==> src/rtl/stream_mux_rr_if.sv <==
// Handshake bundle for stream_mux_rr: N_CH producer streams in, one registered stream out.
// The master modport is the mux; the slave modport is the producers and consumer around it.
interface stream_mux_rr_if #(
    parameter int N_CH  = 4,
    parameter int WIDTH = 8
);
    localparam int SEL_W = $clog2(N_CH);

    logic [N_CH-1:0]       in_valid;
    logic [N_CH-1:0]       in_ready;
    logic [N_CH*WIDTH-1:0] in_data;
    logic                  out_valid;
    logic                  out_ready;
    logic [WIDTH-1:0]      out_data;
    logic [SEL_W-1:0]      out_ch;

    modport master (
        input  in_valid, in_data, out_ready,
        output in_ready, out_valid, out_data, out_ch
    );

    modport slave (
        output in_valid, in_data, out_ready,
        input  in_ready, out_valid, out_data, out_ch
    );
endinterface

==> src/rtl/stream_mux_rr.sv <==
// N-channel registered stream mux with round-robin or fixed-select arbitration.
// One output register stage; a new word loads whenever the register is empty or draining.
module stream_mux_rr #(
    parameter  int N_CH  = 4,
    parameter  int WIDTH = 8,
    localparam int SEL_W = $clog2(N_CH)
) (
    input  logic               clk,
    input  logic               rst_n,
    input  logic               mode_i,
    input  logic [SEL_W-1:0]   sel_i,
    stream_mux_rr_if.master    bus
);

    logic [N_CH-1:0]  grant;
    logic [SEL_W-1:0] grant_idx;
    logic [WIDTH-1:0] grant_data;
    logic [N_CH-1:0]  ready;
    logic             load_en;
    logic             xfer;

    logic             out_valid_d, out_valid_q;
    logic [WIDTH-1:0] out_data_d,  out_data_q;
    logic [SEL_W-1:0] out_ch_d,    out_ch_q;
    logic [SEL_W-1:0] ptr_d,       ptr_q;

    // First requester at or after ptr, wrapping; ptr is always below N_CH so one subtract suffices.
    function automatic logic [N_CH-1:0] rr_grant(input logic [N_CH-1:0] req,
                                                 input logic [SEL_W-1:0] ptr);
        logic [N_CH-1:0] g;
        logic [SEL_W:0]  sum;
        logic [SEL_W-1:0] idx;
        logic            done;
        g    = '0;
        done = 1'b0;
        for (int k = 0; k < N_CH; k++) begin
            sum = {1'b0, ptr} + (SEL_W+1)'(k);
            if (sum >= (SEL_W+1)'(N_CH)) sum = sum - (SEL_W+1)'(N_CH);
            idx = sum[SEL_W-1:0];
            if (!done && req[idx]) begin
                g[idx] = 1'b1;
                done   = 1'b1;
            end
        end
        return g;
    endfunction

    // NOTE: every combinational output gets a default first, so no path leaves a latch behind.
    always_comb begin
        grant      = '0;
        grant_idx  = '0;
        grant_data = '0;
        if (!mode_i) begin
            grant = rr_grant(bus.in_valid, ptr_q);
        end else begin
            // Out-of-range sel matches no channel and so grants nothing.
            for (int i = 0; i < N_CH; i++)
                if (sel_i == SEL_W'(i)) grant[i] = bus.in_valid[i];
        end
        for (int i = 0; i < N_CH; i++) begin
            if (grant[i]) begin
                grant_idx  = SEL_W'(i);
                grant_data = bus.in_data[i*WIDTH +: WIDTH];
            end
        end
    end

    always_comb begin
        load_en     = !out_valid_q || bus.out_ready;
        ready       = rst_n ? (grant & {N_CH{load_en}}) : '0;
        xfer        = |ready;
        out_valid_d = out_valid_q;
        out_data_d  = out_data_q;
        out_ch_d    = out_ch_q;
        ptr_d       = ptr_q;
        if (load_en) begin
            out_valid_d = xfer;
            if (xfer) begin
                out_data_d = grant_data;
                out_ch_d   = grant_idx;
                if (!mode_i)
                    ptr_d = (grant_idx == SEL_W'(N_CH-1)) ? '0 : grant_idx + 1'b1;
            end
        end
    end

    // NOTE: state registers use non-blocking assignments so all of them update from pre-edge values.
    always_ff @(posedge clk or negedge rst_n) begin
        if (!rst_n) begin
            out_valid_q <= 1'b0;
            out_data_q  <= '0;
            out_ch_q    <= '0;
            ptr_q       <= '0;
        end else begin
            out_valid_q <= out_valid_d;
            out_data_q  <= out_data_d;
            out_ch_q    <= out_ch_d;
            ptr_q       <= ptr_d;
        end
    end

    assign bus.in_ready  = ready;
    assign bus.out_valid = out_valid_q;
    assign bus.out_data  = out_data_q;
    assign bus.out_ch    = out_ch_q;

endmodule

==> src/flat_wrapper.sv <==
// flat-port wrapper written by rule: the top's interface ports become plain ports
module stream_mux_rr_flat 
#(
    parameter  int N_CH  = 4,
    parameter  int WIDTH = 8,
    localparam int SEL_W = $clog2(N_CH)
)
  (clk, rst_n, mode_i, sel_i, bus_in_valid, bus_in_data, bus_out_ready, bus_in_ready, bus_out_valid, bus_out_data, bus_out_ch);
  stream_mux_rr_if #(.N_CH(N_CH), .WIDTH(WIDTH)) bus_i ();
  input  logic clk;
  input  logic rst_n;
  input  logic mode_i;
  input  logic [SEL_W-1:0] sel_i;
  input wire logic [$bits(bus_i.in_valid)-1:0] bus_in_valid;
  input wire logic [$bits(bus_i.in_data)-1:0] bus_in_data;
  input wire logic [$bits(bus_i.out_ready)-1:0] bus_out_ready;
  output wire logic [$bits(bus_i.in_ready)-1:0] bus_in_ready;
  output wire logic [$bits(bus_i.out_valid)-1:0] bus_out_valid;
  output wire logic [$bits(bus_i.out_data)-1:0] bus_out_data;
  output wire logic [$bits(bus_i.out_ch)-1:0] bus_out_ch;
  assign bus_i.in_valid = bus_in_valid;
  assign bus_i.in_data = bus_in_data;
  assign bus_i.out_ready = bus_out_ready;
  assign bus_in_ready = bus_i.in_ready;
  assign bus_out_valid = bus_i.out_valid;
  assign bus_out_data = bus_i.out_data;
  assign bus_out_ch = bus_i.out_ch;
  stream_mux_rr #(.N_CH(N_CH), .WIDTH(WIDTH)) u_core (.clk(clk), .rst_n(rst_n), .mode_i(mode_i), .sel_i(sel_i), .bus(bus_i));
endmodule
==> config.mk <==
export PLATFORM = sky130hd
export DESIGN_NAME = stream_mux_rr_flat
export DESIGN_NICKNAME = d
export VERILOG_FILES = /design/src/rtl/stream_mux_rr_if.sv /design/src/rtl/stream_mux_rr.sv /design/src/flat_wrapper.sv
export SDC_FILE = /design/constraint.sdc
export NUM_CORES = 1
export LEC_CHECK = 0
export ABC_AREA = 1
export CAP_MARGIN = 5
export CORE_ASPECT_RATIO = 1.2
export CORE_UTILIZATION = 42
export DETAILED_ROUTE_END_ITERATION = 16
export HOLD_SLACK_MARGIN = 0.06
export PLACE_DENSITY = 0.75
export SYNTH_ARGS = -nofsm -noshare
export SYNTH_HDL_FRONTEND = slang
export SYNTH_SLANG_ARGS = --single-unit
==> constraint.sdc <==
create_clock -name clk -period 3.05 [get_ports clk]
set_clock_uncertainty 0.15 [all_clocks]
set_input_delay 0.61 -clock clk [delete_from_list [all_inputs] [get_ports clk]]
set_output_delay 0.61 -clock clk [all_outputs]
set_load 0.1 [all_outputs]
# Yosys cells after proc, flatten, opt, wreduce, memory -nomap -nowiden
# Index checks and enable logic that the tools add are counted.
[totals] out_inout_bits=15 wordCells=100 latch_bits=0 romBits=0 n_memories=0 inputBits=42 ram_bits=0 reg_bits=13
[classes] mul=0 n_lt_le_gt_ge=12 n_addsub=8 n_mux=51 bitwise=5 shifts=0 eq_ne=4 div_mod_pow=0 reduce_logical=16
[op_table] operator="$mux 4" n=9
[op_table] operator="$mux 8" n=4
[op_table] operator="$mux 2" n=11
[op_table] operator="$mux 1" n=19
[op_table] operator="$lt 2x3->1 const B" n=4
[op_table] operator="$or 4x4->4" n=3
[op_table] operator="$ge 3x3->1 const B" n=3
[op_table] operator="$bmux 1 s2" n=4
[op_table] operator="$demux 1 s2" n=4
[op_table] operator="$ge 2x1->1 const B" n=4
[op_table] operator="$sub 2x1->2 const B" n=4
[op_table] operator="$logic_and 1x1->1" n=7
[op_table] operator="$add 2x2->3 const B" n=2
[op_table] operator="$eq 2x2->1 const B" n=3
[op_table] operator="$and 4x4->4" n=1
[op_table] operator="$logic_not 1->1" n=4
[op_table] operator="$reduce_or 4->1" n=1
[op_table] operator="$add 2x1->3 const B" n=1
[op_table] operator="$ge 2x3->1 const B" n=1
[op_table] operator="$reduce_and 3->1" n=1
[op_table] operator="$add 2x1->2 const B" n=1
[op_table] operator="$eq 2x1->1 const B" n=1
[op_table] operator="$logic_not 2->1" n=1
[op_table] operator="$reduce_and 2->1" n=1
[op_table] operator="other kinds (2)" n=2

# Depth between registers and ports, before layout
[logic_depth] depth_word=24 mapped_depth=18 ltp_nobuf=16

# Least setup slack after synthesis
# No wires, ideal clock.
[synth_timing] path_kind="reg-to-output" startpoint="register u_core.ptr_q[1]" endpoint="output port bus_in_ready[2]" n_path_buf=1 t_required_ps=2290 path_slack_ps=-752 path_stages_with_launch=13 t_arrival_ps=3042 path_cell_list="dfrtp_1 > inv_1 > ha_1 > inv_1 > nand3_1 > nand2_1 > nand2_4 > nor2_4 > nand2_1 > nand3_2 > nand2_4 > buf_4 > nor2_1"
[synth_via] elab_chain_cells=21 elab_cells_between_ends=72 cone_classes="7 x add/sub; 12 x order compare; 39 x mux; 4 x bitwise; 10 x reduce/logical"
[synth_rtl] item="from (decl)" line_no="stream_mux_rr.sv:25" rtl="logic [SEL_W-1:0] ptr_d, ptr_q;"
[synth_rtl] item="from (signal assigned)" line_no="stream_mux_rr.sv:98" rtl="ptr_q <= ptr_d;"
[synth_rtl] item="parallel branches: the longest is 17 deep, another holds $add 2x1->3"
[synth_rtl] item="$mux 4 (*)" line_no="stream_mux_rr.sv:40" rtl="if (!done && req[idx]) begin"
[synth_rtl] item="$mux 4 (*)" line_no="stream_mux_rr.sv:53" rtl="if (!mode_i) begin"
[synth_rtl] item="$and 4x4->4 (*)" line_no="stream_mux_rr.sv:70" rtl="ready = rst_n ? (grant & {N_CH{load_en}}) : '0;"
[synth_rtl] item="$mux 4 (*)" line_no="stream_mux_rr.sv:70"
[synth_rtl] item="to (decl)" line_no="flat_wrapper.sv:17" rtl="output wire logic [$bits(bus_i.in_ready)-1:0] bus_in_ready;"
# Every way passes the cells marked *. The select of a mux whose other input is x is not followed.

# Worst setup path in the final report
[layout_timing] startpoint="register u_core.ptr_q[0]" endpoint="output port bus_in_ready[3]"
# Same word-level chain as after synthesis.

==> results.yml <==
drt:
  vias: 1614
  drtIter0Drc: 61
  vias_per_cell: 5.012
  wl_per_cell_um: 12.02
  drcViolationCount: 0
  drt_wl_total_mm: 3.872
  detail-route-antenna-nets: 0
  dr.pass1.iters: 4
finish:
  fillers: 309
  area_growth_pct: 50.08
  multiInputGateArea_um2: 1012
  final_nets: 334
  fin_cells: 322
  num_antenna_cells: 0
  seq_area_um2: 325.3
  drive_above_1_share_pct: 24.91
floorplan:
  dieArea_um2: 3776
  start_util_pct: 44.07
  ios: 57
  num_rows: 23
  dieWidth_um: 56.26
  die_h_um: 67.12
  core-area_um2: 3367
place:
  dp_hpwl_mm: 3.173
  portBuffers: 56
  gp_congestion: 0.8499
  dp_cells: 316
  place_ws_ns: 0.03139
timing:
  timing.setup.tns_ns: 0
  fin_crit_sh_pct: 93.55
  worstMarginPinSlew_ns: 0.2800
  slew_violations: 0
  rsz0062_at_grt: "no"
  setup_violations: 0
  period_needed_ns: 2.853
  fmax_ghz: 0.3505
  hold_viol_final: 0
  fin_ws_ns: 0.1967
  slew-limit-headroom_pct: 81.18
worst_hold_path:
  hold_end: "u_core.bus.out_ch[1]"
  hold_path.startpoint: "u_core.bus.out_ch[1]"
  min_path_cells: 2
  hp-class: "flip-flop to flip-flop"
critical_path:
  startpoint: "u_core.ptr_q[0]"
  worst-r2r-setup-slack_ns: 0.58
  cp_slowest_cell: "dfrtp_1"
  cp_cell_sequence: "buf_4, buf_4, nand2_1, nand3_4, nand2_4, nand2_4, nor2_4, nand2_1, nand3b_1, nand2_2, nand2_4, inv_4, nor2_4, buf_12"
  critPathBufInv: 4
  r2r_cells: 17
  timing.critical_path.mode_cell: "nand2_4"
  r2r_start: "u_core.ptr_q[0]"
  cp_top_family: "simple AND/OR/NAND/NOR gates"
  endpoint_kind: "output pin"
  max_stage_delay_ns: 0.41
  path_class: "flip-flop to output pin"
  worstPathArrival_ns: 2.09
  critPathRequiredTime_ns: 2.29
  cp-start-kind: "flip-flop"
  worstReg2RegEnd: "u_core.bus.out_ch[0]"
  crit_path_max_fanout: 10
yosys:
  synth-seq-cells: 13
  syn_area_um2: 1484
  synth_top_cell_by_area: "dfrtp_1"
  synth_ff_type: "dfrtp_1"
  synthTopCellsByCount: "nand3_1, nand2_1, nor2_1, inv_1"
  async_flop_share_pct: 100.0
  postSynthAreaPerCell_um2: 6.776
  ys_seq_area_share_pct: 21.92
  yosys.area.top_type_share_pct: 21.92
  synth.distinct_cells: 28
  synth_nets: 267
  synth_area_leaders: "dfrtp_1, nand3_1, nand2_1"
  ys_warn_count: 0
  yosysMostFrequentCell: "nand3_1"
  netlist_instances: 219
  synth_edf_count: 0
clock_tree:
  cts_root_buffer: "clkbuf_8"
  worstSkewPairLatency_ns: 0.24
  cts_tree: "yes"
  cts_num_sinks: 13
  cts-buffers-inserted: 3
  clock_path_buffers: 2
  path_clk_slew_ns: 0.05
  htreeDepth: 1
  hold_buffers: 0
global_routing:
  antenna_found_initial: 0
  grt_pass1_vias: 1500
  overflow: 0
  grt_pass1_wl_mm: 6.417
  track_usage_pct: 21.63
  grt_max_degree: 25
power:
  p_leak_nw: 1.110
  power_density_nw_per_um2: 1065
  irDropWorstVdd_mv: 0.9135
job:
  max_cap_violations: 0
run_status:
  status: "finished clean"
[power breakdown]
group / total, mW / switching (mW) / internal, mW
clock network: 0.156 / 0.0641 / 0.0924
registers: 0.313 / 0.0575 / 0.255
logic: 1.90 / 1.31 / 0.589
total: 2.37 / 1.44 / 0.936
[area by class of cell]
class	count	area share, %
Clock buffer	4	2.022
Inverter	30	5.618
Multi-Input combinational cell	170	45.45
Sequential cell	13	14.61
Tap cell	37	2.079
Timing Repair Buffer	68	30.22
[worst reg2reg max path, stage by stage, from the launching register on]
cell	delay, ns
dfrtp_1	0.41
buf_4	0.15
buf_4	0.16
nand2_1	0.13
nand3_4	0.11
nand2_4	0.10
nand2_4	0.06
nor2_4	0.13
nand2_1	0.07
nand3_1	0.10
nand2_1	0.11
buf_4	0.20
nand2_2	0.08
inv_2	0.05
nand3_4	0.06
nand2_4	0.13
nand2_1	0.08
o21ai_0	0.07
[registers in the layout, indices dropped and copies added, names as in the netlist]
signal,cells
u_core.ptr_q,2
u_core.bus.out_data,8
u_core.bus.out_valid,1
u_core.bus.out_ch,2
[cells by family (layout without fill, tap and decap cells)]
family | after synthesis | in the layout | synth area share, %
buffers and inverters | 36 | 102 | 12.90
adders and majority gates | 6 | 6 | 5.059
DFF | 13 | 13 | 21.92
and+or+nand+nor | 155 | 155 | 55.82
AOI/OAI and AO/OA | 9 | 9 | 4.300
[per-stage QoR]
| stage | util, % | instance area, µm² | hold slack [ns] | total power [mW] |
|---|---|---|---|---|
| 3_5_place_dp | 63.55 | 2140 | 0.3181 | 2.174 |
| 6_report | 66.15 | 2227 | 0.3266 | 2.372 |
| 5_1_grt | 66.15 | 2227 | 0.3770 | 2.549 |
| 3_3_place_gp | 63.55 | 2140 | 0.3126 | 2.158 |
| 4_1_cts | 64.88 | 2185 | 0.3316 | 2.336 |
| 2_1_floorplan | - | 1514 | 0.1644 | 1.761 |
[worst max-delay path by stage]
| stage | end | slack, ns | depth (start not counted) |
|---|---|---|---|
| finish | bus_in_ready[3] | 0.20 | 14 |
| detailed placement | bus_in_ready[3] | 0.03 | 14 |
| global route | bus_in_ready[3] | 0.05 | 14 |
| CTS | bus_in_ready[3] | 0.03 | 14 |
| global placement | bus_in_ready[3] | 0.05 | 14 |
| floorplan | bus_in_ready[2] | 0.03 | 12 |
[repair_timing]
action                     4_1_cts  5_1_grt
setup endpoints to repair        0        4
gates resized for setup          0        7
buffers inserted                 0        2
[placed cells by master (no fill, tap or decap), drive strengths merged]
cell type	count
a21oi	2
buf	27
clkbuf	4
clkdlybuf4s50	37
clkinv	3
dfrtp	13
dlymetal6s2s	4
ha	6
inv	27
nand2	59
nand3	50
nand3b	1
nand4	9
nor2	28
o21ai	4
o21bai	1
o31ai	2
or2	8
[routing by layer]
metal  up-vias  global-route usage [%]  wire length, µm
li1        839                       -                -
met1       717                   25.15             1578
met2        52                   39.43             2004
met3         6                   5.437              226
met4         0                   6.098               63
met5         -                       0                0
Note: power is estimated with default switching activity, not from simulation.
